===== src/rtl/sub_serial.sv =====
// sub_serial: bit-serial W-bit unsigned subtractor (A - B, LSB first) with start/ready/done handshake.
// Define SUB_SERIAL_OVF_EN to add the registered two's-complement overflow output ovf_o.
module sub_serial #(
    parameter int W = 8
) (
    input  logic         clk_i,
    input  logic         rst_ni,
    input  logic         start_i,
    input  logic [W-1:0] a_i,
    input  logic [W-1:0] b_i,
    output logic         ready_o,
    output logic         done_o,
    output logic [W-1:0] diff_o,
    output logic         borrow_o
`ifdef SUB_SERIAL_OVF_EN
    ,
    output logic         ovf_o
`endif
);
    localparam int IW = $clog2(W) + 1;

    typedef enum logic {IDLE, RUN} state_t;

    state_t          r_state;
    state_t          w_next;
    logic [W-1:0]    r_a;
    logic [W-1:0]    r_b;
    logic            r_br;
    logic [IW-1:0]   r_idx;
    logic [W-1:0]    r_d;
    logic [W-1:0]    r_diff;
    logic            r_borrow;
    logic            r_done;
    logic            w_accept;
    logic            w_last;
    logic            w_ai;
    logic            w_bi;
    logic            w_d;
    logic            w_br;
    logic [W-1:0]    w_dsh;

    always_ff @(posedge clk_i or negedge rst_ni) begin
        if (!rst_ni) r_state <= IDLE;
        else         r_state <= w_next;
    end

    always_comb begin
        w_accept = (r_state == IDLE) && start_i;
        w_last   = (r_state == RUN) && (r_idx == IW'(W - 1));
        w_next   = w_accept ? RUN : (w_last ? IDLE : r_state);
        ready_o  = (r_state == IDLE);
    end

    // Operands shift right each bit so the current bit is always at index 0;
    // the difference shifts in from the MSB and is fully aligned after W bits.
    always_comb begin
        w_ai  = r_a[0];
        w_bi  = r_b[0];
        w_d   = w_ai ^ w_bi ^ r_br;
        w_br  = (~w_ai & w_bi) | (~(w_ai ^ w_bi) & r_br);
        w_dsh = {w_d, r_d[W-1:1]};
    end

    always_ff @(posedge clk_i or negedge rst_ni) begin
        if (!rst_ni) begin
            r_a      <= '0;
            r_b      <= '0;
            r_br     <= 1'b0;
            r_idx    <= '0;
            r_d      <= '0;
            r_diff   <= '0;
            r_borrow <= 1'b0;
            r_done   <= 1'b0;
        end else begin
            r_done <= w_last;
            if (w_accept) begin
                r_a   <= a_i;
                r_b   <= b_i;
                r_br  <= 1'b0;
                r_idx <= '0;
                r_d   <= '0;
            end else if (r_state == RUN) begin
                r_a   <= r_a >> 1;
                r_b   <= r_b >> 1;
                r_br  <= w_br;
                r_idx <= r_idx + IW'(1);
                r_d   <= w_dsh;
                if (w_last) begin
                    r_diff   <= w_dsh;
                    r_borrow <= w_br;
                end
            end
        end
    end

`ifdef SUB_SERIAL_OVF_EN
    logic r_ovf;

    // On the last bit, w_ai/w_bi/w_d are the operand and result sign bits.
    always_ff @(posedge clk_i or negedge rst_ni) begin
        if (!rst_ni)     r_ovf <= 1'b0;
        else if (w_last) r_ovf <= (w_ai ^ w_bi) & (w_d ^ w_ai);
    end

    assign ovf_o = r_ovf;
`endif

    assign done_o   = r_done;
    assign diff_o   = r_diff;
    assign borrow_o = r_borrow;
endmodule


===== config.mk =====
export PLATFORM = sky130hd
export DESIGN_NAME = sub_serial
export DESIGN_NICKNAME = d
export VERILOG_FILES = /design/src/rtl/sub_serial.sv
export SDC_FILE = /design/constraint.sdc
export NUM_CORES = 1
export LEC_CHECK = 0
export ABC_CLOCK_PERIOD_IN_PS = 1250
export BUFFER_PORTS_ARGS = -buffer_cell sky130_fd_sc_hd__buf_2
export CAP_MARGIN = 40
export CORE_ASPECT_RATIO = 0.75
export CORE_UTILIZATION = 35
export CTS_CLUSTER_DIAMETER = 200
export DETAILED_ROUTE_END_ITERATION = 7
export PLACE_DENSITY_LB_ADDON = 0.05
export SLEW_MARGIN = 40
export SYNTH_ARGS = -nofsm -noshare
export SYNTH_HDL_FRONTEND = slang
export SYNTH_SLANG_ARGS = --single-unit

===== constraint.sdc =====
create_clock -name clk_i -period 1.25 [get_ports clk_i]
set_input_delay 0.125 -clock clk_i [delete_from_list [all_inputs] [get_ports clk_i]]
set_output_delay 0.125 -clock clk_i [all_outputs]
set_load 0.05 [all_outputs]

==> out/qor.log <==
qor: worst_setup_path.regToRegSetupSlack -0.08 ns
qor: clocking.clock_insertion_delay_worst_skew 0.29 ns
qor: yosys.syn_avg_cell_area 11.49 sq um
qor: sta.fmax 0.7526 GHz
qor: drt.drt_iter0_markers 49
qor: cells_and_area.diodes 0
qor: yosys.synth-warning-count 0
qor: drt.detailroute.via_count 1140
qor: clocking.tritoncts done
qor: worst_setup_path.cell_chain_critical_path ha_2 > nand4b_1 > buf_6 > mux2_4
qor: worst_setup_path.worst-r2r-cell-count 4
qor: sta.setup_viol 9
qor: yosys.synth_top_cells_by_count 39 x dfrtp_1, 25 x nand2_1, 25 x o21ai_0
qor: clocking.clockRootBuffer clkbuf_8
qor: outcome.violations_in_the_final_reports setup timing
qor: floorplan.core 4519 sq um
qor: yosys.synthMostInstantiatedCell dfrtp_1
qor: drt.avgRoutedWirePerCell 12.52 um
qor: yosys.post_synth_main_area_contributors dfrtp_1 59%, mux2i_1 9.6%, o21ai_0 7.5%
qor: floorplan.start_util 36.88%
qor: sta.slew_headroom 69.36%
qor: yosys.synth_flop_cell dfrtp_1
qor: floorplan.placement_rows 21
qor: sta.final.period_utilization 106.3%
qor: cells_and_area.areaGrowthSynthToFinish 26.65%
qor: placed_design.dp.cells 235
qor: floorplan.die_area 5045 sq um
qor: run.maxCapViolCount 0
qor: yosys.area_of_the_mapped_netlist 1667 sq um
qor: floorplan.io_pins 30
qor: worst_setup_path.critPathLaunchType register
qor: worst_setup_path.worstSetupEndpointType register
qor: global_routing.antenna_found_initial 0
qor: placed_design.gpl.final_weighted_congestion 0.7105
qor: worst_setup_path.cpPeakStageDelay 0.40 ns
qor: pwr.max_vdd_drop 0.001051 V
qor: yosys.synth_cells 145
qor: cells_and_area.finalNetCount 211
qor: clocking.worst_setup_hold_path_clk_slew 0.08 ns
qor: global_routing.grt_max_degree 33
qor: drt.dr.pass1.iters 4
qor: drt.wl 3104 um
qor: placed_design.hpwl 2122 um
qor: global_routing.first_global_vias 998
qor: cells_and_area.postLayoutCellArea 2111 sq um
qor: worst_setup_path.setup.worst_path.start r_idx[1]
qor: global_routing.grt_use_total 13.74%
qor: sta.fin_worst_skew 0.006532 ns
qor: clocking.cts-buffers-inserted 5
qor: yosys.postSynth.asyncResetShare 100.0%
qor: yosys.synthesis.nets 166
qor: floorplan.die_h 61.76 um
qor: clocking.clock_sinks 39
qor: pwr.total_power 0.005303 W
qor: yosys.synth_cell_type_count 20
qor: worst_setup_path.critical_path.max_fanout 6
qor: drt.route.detailed.drc 0
qor: worst_setup_path.r2r-end diff_o[7]
qor: global_routing.grt_overflow 0
qor: cells_and_area.fin_cells 248
qor: drt.drtAntennaViolNets 0
qor: placed_design.io_buffer_count 29
qor: cells_and_area.final_core_utilization 46.71%
qor: worst_setup_path.crit_slowest_cell dfrtp_1
qor: drt.average_via_count_per_standard_cell 4.597
qor: yosys.synth_largest_type_area_fraction 58.56%
qor: yosys.ys_ff_latch 39
qor: global_routing.grt_pass1_wl 4885 um
qor: pwr.power_per_cell_area 2513 nW/um^2
qor: sta.timing.final.hold_violations 0
qor: clocking.cts.path.max_buffers 2
qor: yosys.synth_edf_count 0
qor: worst_setup_path.critical_path_arrival 1.50 ns
qor: worst_setup_path.cp.required 1.42 ns
qor: yosys.synth.largest_area_cell dfrtp_1
qor: sta.finalWorstSetupSlack -0.07874 ns
qor: sta.max_slew.worst_pin.slew 0.4579 ns
qor: yosys.sequential_to_total_area_share_from_yosys_stat 58.56%
qor: sta.finalMaxSlewViolations 0
qor: cells_and_area.share_of_post_route_cells_with_drive_strength_above_1 33.51%
qor: worst_setup_path.crit_path_end diff_o[7]
qor: worst_setup_path.regToRegStartpoint r_idx[1]
qor: outcome.outcome finished, violations left
qor: sta.rsz_0062_raised_after_global_routing true
qor: floorplan.die_x 81.68 um
qor: sta.min_period 1.329 ns
qor: hold_path.worst_hold_path_type in -> reg
qor: pwr.power.leakage 1.080 nW
qor: worst_setup_path.worst-setup-path-type reg -> reg
qor: placed_design.detailed_place.area 1946 sq um
qor: clocking.cts.htree.levels 2
## through the flow
step,TNS [ns],setup slack [ns],hold slack [ns]
after floorplan,-0.1760,-0.02514,-0.1706
after global placement,-0.1334,-0.02536,0.07021
after detailed placement,-0.2745,-0.04793,0.08506
after CTS,-0.2710,-0.04721,0.07580
after global routing,-0.8515,-0.1036,0.08011
final,-0.5655,-0.07874,0.08515
## layer usage
metal	GRT usage, %	part of all wire [%]
met3	5.255	4.6
met1	18.01	51
met2	20.12	43
met5	0	0
met4	6.767	1.2
## how the worst min path moves through the flow
stage	slack, ns	start	cells after the start	endpoint
floorplan	-0.17	rst_ni	0	borrow_o
global placement	0.07	rst_ni	1	diff_o[3]
detailed placement	0.09	rst_ni	1	diff_o[3]
CTS	0.08	b_i[7]	3	r_b[7]
global route	0.08	b_i[7]	3	r_b[7]
finish	0.09	b_i[7]	3	r_b[7]
## registers in the layout, indices dropped and copies added (netlist names)
| signal | flops |
|---|---|
| r_state | 1 |
| r_idx | 4 |
| r_b | 8 |
| r_a | 8 |
| r_br | 1 |
| borrow_o | 1 |
| r_d | 7 |
| diff_o | 8 |
| done_o | 1 |
## cell usage in the layout (no fill, tap or decap), types with 2 or more instances in the layout
master / synthesis / layout
buf_2: 4 / 28
clkbuf_8: 0 / 7
inv_2: 0 / 3
buf_6: 0 / 3
mux2i_1: 16 / 16
nand2b_1: 6 / 6
a22o_1: 2 / 2
o21ai_0: 25 / 24
mux2_4: 7 / 8
nand2_1: 25 / 25
dfrtp_1: 39 / 39
inv_1: 5 / 2
buf_4: 2 / 12
nor2_1: 4 / 4
## report_power, final
group	internal, W	switching [W]
Clock	0.000504	0.000423
Sequential	0.00180	0.000324
Combinational	0.000964	0.00129
## cell families (layout without fill, tap and decap cells)
kind of cell	count (synthesis)	count (layout)	synth area share (%)
AND/OR/NAND/NOR	38	38	9.985
flip-flops	39	39	58.56
AO/OA/AOI/OAI	29	29	9.234
buffers and inverters	13	59	3.679
adder cells (fa/ha/maj)	2	2	1.952
multiplexers	24	24	16.59
## area by class of cell
class / count / area (sq um)
Sequential cell: 39 / 975.9
Fill cell: 440 / 2409
Inverter: 5 / 18.77
Tap cell: 57 / 71.32
Multi-Input combinational cell: 93 / 635.6
Timing Repair Buffer: 46 / 309.0
Clock buffer: 8 / 100.1
## worst max-delay path, delay by kind of cell, from the launching register on
family | cells | cell delay [ns]
adder cells (fa/ha/maj) | 1 | 0.19
buffers and inverters | 1 | 0.17
flip-flops | 1 | 0.40
multiplexers | 1 | 0.29
AND/OR/NAND/NOR | 1 | 0.16
## what timing repair did
item	in CTS	in global routing
resized for setup	9	2
hold buffers	1	0
buffers inserted	1	3
setup endpoints to repair	9	10
hold endpoints to repair	15	0
pin swaps	2	1
No activity file was read; power rests on OpenSTA's default activity.
